<file path="src/rtl/add8_arbiter_pkg.sv">
// Shared definitions for the two-port shared-adder arbiter.
// The arbitration policy is selected by ADD8_ARB_FIXED_PRIO_EN (see add8_arb_pick).
package add8_arbiter_pkg;

  localparam int W_DEF     = 8;
  localparam int SUM_W_DEF = W_DEF + 1;

  localparam logic PORT0 = 1'b0;
  localparam logic PORT1 = 1'b1;

  // 2'd3 is never entered; the FSM treats it like idle.
  typedef enum logic [1:0] {
    ST_IDLE = 2'd0,
    ST_CALC = 2'd1,
    ST_DONE = 2'd2
  } state_t;

endpackage

</file>
<file path="src/rtl/add8_arb_pick.sv">
// Winner select for the shared adder.
// Round-robin by default; ADD8_ARB_FIXED_PRIO_EN gives port 0 fixed priority.
module add8_arb_pick
  import add8_arbiter_pkg::*;
(
  input  logic clk,
  input  logic res,
  input  logic req0,
  input  logic req1,
  input  logic take,
  output logic win
);

`ifdef ADD8_ARB_FIXED_PRIO_EN
  logic unused_pick;
  assign unused_pick = ^{clk, res, take};
  assign win = req0 ? PORT0 : PORT1;
`else
  logic last_reg;

  always_ff @(posedge clk) begin
    if (!res) begin
      last_reg <= PORT1;
    end else if (take) begin
      last_reg <= win;
    end
  end

  // On a tie the port that did not win last time goes next.
  always_comb begin
    win = PORT0;
    if (req0 && req1) begin
      win = ~last_reg;
    end else if (req1) begin
      win = PORT1;
    end
  end
`endif

endmodule

</file>
<file path="src/rtl/add8_arbiter.sv">
// Two requesters share one W-bit adder: capture winner, add, hold result until accepted.
// Policy build option: ADD8_ARB_FIXED_PRIO_EN (fixed priority instead of round-robin).
module add8_arbiter
  import add8_arbiter_pkg::*;
#(
  parameter int W = W_DEF
) (
  input  logic         clk,
  input  logic         res,
  input  logic         req0,
  input  logic [W-1:0] a0,
  input  logic [W-1:0] b0,
  output logic         gnt0,
  input  logic         req1,
  input  logic [W-1:0] a1,
  input  logic [W-1:0] b1,
  output logic         gnt1,
  output logic [W:0]   sum,
  output logic         sum_id,
  output logic         sum_vld,
  input  logic         sum_rdy
);

  state_t       state_reg;
  logic [W-1:0] opa_reg;
  logic [W-1:0] opb_reg;
  logic         id_reg;
  logic [1:0]   gnt_reg;
  logic [W:0]   sum_reg;
  logic         sum_id_reg;
  logic         sum_vld_reg;

  logic win;
  logic take;

  assign take = (state_reg != ST_CALC) && (state_reg != ST_DONE) && (req0 || req1);

  add8_arb_pick u_pick (
    .clk  (clk),
    .res  (res),
    .req0 (req0),
    .req1 (req1),
    .take (take),
    .win  (win)
  );

  always_ff @(posedge clk) begin
    if (!res) begin
      state_reg   <= ST_IDLE;
      opa_reg     <= '0;
      opb_reg     <= '0;
      id_reg      <= PORT0;
      gnt_reg     <= 2'b00;
      sum_reg     <= '0;
      sum_id_reg  <= PORT0;
      sum_vld_reg <= 1'b0;
    end else begin
      case (state_reg)
        ST_CALC: begin
          sum_reg     <= {1'b0, opa_reg} + {1'b0, opb_reg};
          sum_id_reg  <= id_reg;
          sum_vld_reg <= 1'b1;
          gnt_reg     <= 2'b00;
          state_reg   <= ST_DONE;
        end
        ST_DONE: begin
          if (sum_rdy) begin
            sum_vld_reg <= 1'b0;
            state_reg   <= ST_IDLE;
          end
        end
        default: begin
          gnt_reg <= 2'b00;
          if (take) begin
            opa_reg   <= (win == PORT1) ? a1 : a0;
            opb_reg   <= (win == PORT1) ? b1 : b0;
            id_reg    <= win;
            gnt_reg   <= {win, ~win};
            state_reg <= ST_CALC;
          end else begin
            state_reg <= ST_IDLE;
          end
        end
      endcase
    end
  end

  assign gnt0    = gnt_reg[0];
  assign gnt1    = gnt_reg[1];
  assign sum     = sum_reg;
  assign sum_id  = sum_id_reg;
  assign sum_vld = sum_vld_reg;

endmodule
</file>
<file path="config.mk">
export PLATFORM = sky130hd
export DESIGN_NAME = add8_arbiter
export DESIGN_NICKNAME = d
export VERILOG_FILES = /design/src/rtl/add8_arbiter_pkg.sv /design/src/rtl/add8_arb_pick.sv /design/src/rtl/add8_arbiter.sv
export SDC_FILE = /design/constraint.sdc
export NUM_CORES = 1
export LEC_CHECK = 0
export ABC_AREA = 1
export CORE_ASPECT_RATIO = 1.4
export CORE_MARGIN = 10
export CORE_UTILIZATION = 35
export CTS_CLUSTER_DIAMETER = 30
export DETAILED_ROUTE_END_ITERATION = 7
export HOLD_SLACK_MARGIN = 0.12
export MAX_ROUTING_LAYER = met4
export PLACE_DENSITY_LB_ADDON = 0.05
export SETUP_SLACK_MARGIN = 0.3
export SLEW_MARGIN = 20
export SYNTH_ARGS = -nofsm -noshare
export SYNTH_HDL_FRONTEND = slang
export SYNTH_HIERARCHICAL = 1
export SYNTH_SLANG_ARGS = --single-unit
</file>
<file path="constraint.sdc">
create_clock -name clk -period 4.6 [get_ports clk]
set_input_delay 0.92 -clock clk [delete_from_list [all_inputs] [get_ports clk]]
set_output_delay 0.92 -clock clk [all_outputs]
set_load 0.1 [all_outputs]
</file>
==> impl_metrics.csv <==
group,metric,value,unit
outcome,status,"completed",
floorplan,ios,50,
timing,period_minus_slack,2.692,ns
worst_setup_path,crit_arrival,1.77,ns
cts,htreeDepth,2,
timing,clock_skew,0.003623,ns
cells_and_area,final_common_cell,"nand2_1",
worst_setup_path,cp_slowest_stage_delay,1.14,ns
route,drc,0,
worst_setup_path,path_class,"reg -> out",
global_routing,antenna_found_initial,0,
synth,synth_area_leaders,"dfxtp_1, nand2_1, ha_1",
route,wirelength,4234,µm
cells_and_area,n_antenna_cell,0,
cts,cts_root_buf,"clkbuf_8",
route,ant_nets,0,
synth,ys.flop_type,"dfxtp_1",
cells_and_area,largest_reg_flops,9,
cts,numClockSinks,33,
timing,hold_viol_final,0,
global_routing,grt_usage,10.75,%
worst_setup_path,path_buf_inv,1,
floorplan,die_w,78.63,µm
cells_and_area,final_nets,332,
floorplan,coreArea,4608,µm²
synth,yosys.area.top_type,"dfxtp_1",
timing,rsz0062_at_grt,"false",
global_routing,grt_pass1_wl,6782,µm
timing,finalMaxSlewViolations,0,
cts,cts_resized,0,
power,power_per_cell_area,437.3,nW/µm²
placed_design,dpl.hpwl,3218,µm
cts,hold_buffers,0,
global_routing,met2_usage,16.88,%
cells_and_area,layout.cells.non_filler,347,
placed_design,gp_congestion,0.7119,
floorplan,dieArea,8026,µm²
job,drv_cap,0,
synth,syn-instance-count,235,
synth,synth_edf_count,0,
worst_setup_path,worstPathMaxFanout,2,
cts,clk_path_buf_depth,2,
synth,synth_area,1684,µm²
worst_setup_path,crit_slowest_cell,"clkdlybuf4s50_1",
synth,yosysUniqueCellTypes,24,
worst_setup_path,worstPathRequired,3.68,ns
cells_and_area,final_cell_mix,"nand2_1, clkdlybuf4s50_1, dfxtp_1, inv_1, nor2_1",
cts,cts_tree,"yes",
route,first_pass_iters,5,
synth,yosys_warnings,6,
synth,ys_ff_latch,33,
timing,timing.fmax,371.4,MHz
cells_and_area,drive_gt1_share,4.561,%
placed_design,portBuffers,49,
placed_design,dp.cells,339,
route,vias,1587,
floorplan,row_count,29,
cts,clk_pin_slew,0.07,ns
worst_setup_path,cp-end-kind,"output pin",
timing,setup_tns,0,ns
worst_setup_path,worstPathCellList,"clkdlybuf4s50_1",
worst_setup_path,crit_family,"buffers and inverters",
floorplan,start_util,36.55,%
global_routing,grt_pass1_vias,1510,
floorplan,die_h,102.1,µm
synth,yosysTopAreaCellShare,39.23,%
cells_and_area,area_growth,36.92,%
timing,fin_crit_sh,58.53,%
timing,worst_pin_slew,0.9848,ns
global_routing,overflow,0,
global_routing,top_usage_layer,"met2",
cts,post_cts_buffers,0,
timing,maxSlewHeadroom,34.14,%
route,wl_per_cell,12.20,µm
min_path,hold_class,"reg -> reg",
synth,async_flop_share,0,%
synth,syn-num-nets,283,
power,p_leak,0.001001,µW
placed_design,dpl_cell_area,2205,µm²
cts,cts_buffers,5,
synth,ys_seq_area_share,39.23,%
global_routing,met3_usage,3.866,%
cells_and_area,design_area,2306,µm²
worst_setup_path,start_kind,"flop",
synth,avgSynthCellArea,7.166,µm²
timing,setup_viol,0,
route,drt_iter0_markers,85,
route,drt-vias-per-instance,4.573,
power,peakVddDrop,0.0002230,V
cts,clk_latency,0.28,ns
global_routing,grt_use_met1,11.95,%
timing,hold_slack,0.4637,ns
global_routing,grt_max_degree,26,
-- synth_stat cells (2+ instances only) --
cell	instances
a21oi_1	6
buf_2	2
a211oi_1	2
inv_1	24
nand3b_1	3
nand3_1	14
buf_6	2
o211ai_1	2
nor2_4	2
o21ai_0	6
nand2_1	80
dfxtp_1	33
nor2_1	23
clkbuf_1	2
ha_1	10
a31oi_1	16
-- stage by stage --
stage	power [µW]	worst slack [ns]	util, %
final	1008	1.908	50.04
after global routing	1065	1.861	50.04
after CTS	1021	1.891	50.04
after detailed placement	776.4	2.094	47.84
after global placement	774.3	2.111	47.84
after floorplan	672.7	2.755	-
-- worst min-delay path, cell delays in order (launching register included) --
cell and delay, ns:
dfxtp_1 0.31, nand2_1 0.05, a21oi_1 0.05
-- per-layer routing --
layer | share of wire, % | up-vias
li1 | - | 859
met1 | 46 | 672
met2 | 46 | 52
met3 | 7.7 | 4
met4 | 0.87 | 0
met5 | 0 | -
-- report_power, final --
group	internal (µW)	switching, µW
Clock	135	105
Combinational	130	280
Sequential	332	25.8
-- path summary, 6_finish.rpt --
kind | from | end | slack, ns | cells past startpoint
min reg2reg | gnt_reg[0] | gnt_reg[0] | 0.46 | 2
max reg2reg | state_reg[1] | sum[8] | 2.84 | 7
min | gnt_reg[0] | gnt_reg[0] | 0.46 | 2
max | sum_vld | sum_vld | 1.91 | 1
-- layout make-up --
cell class | count | area [µm²]
Fill cell | 486 | 2302
Multi-Input combinational cell | 170 | 882.1
Sequential cell | 33 | 660.6
Timing Repair Buffer | 49 | 490.5
Clock buffer | 7 | 96.34
Inverter | 25 | 93.84
Tap cell | 62 | 77.57
Clock inverter | 1 | 5.005
-- cells by family (layout without fill, tap and decap cells) --
logic type,Yosys count,count (layout),share of synthesized area [%]
AO/OA/AOI/OAI,34,34,12.70
AND/OR/NAND/NOR,124,124,30.54
buffers and inverters,32,82,8.396
flip-flops,33,33,39.23
adder cells (fa/ha/maj),11,11,8.618
XOR/XNOR,1,1,0.5202
No activity file was read; power rests on OpenSTA's default activity.
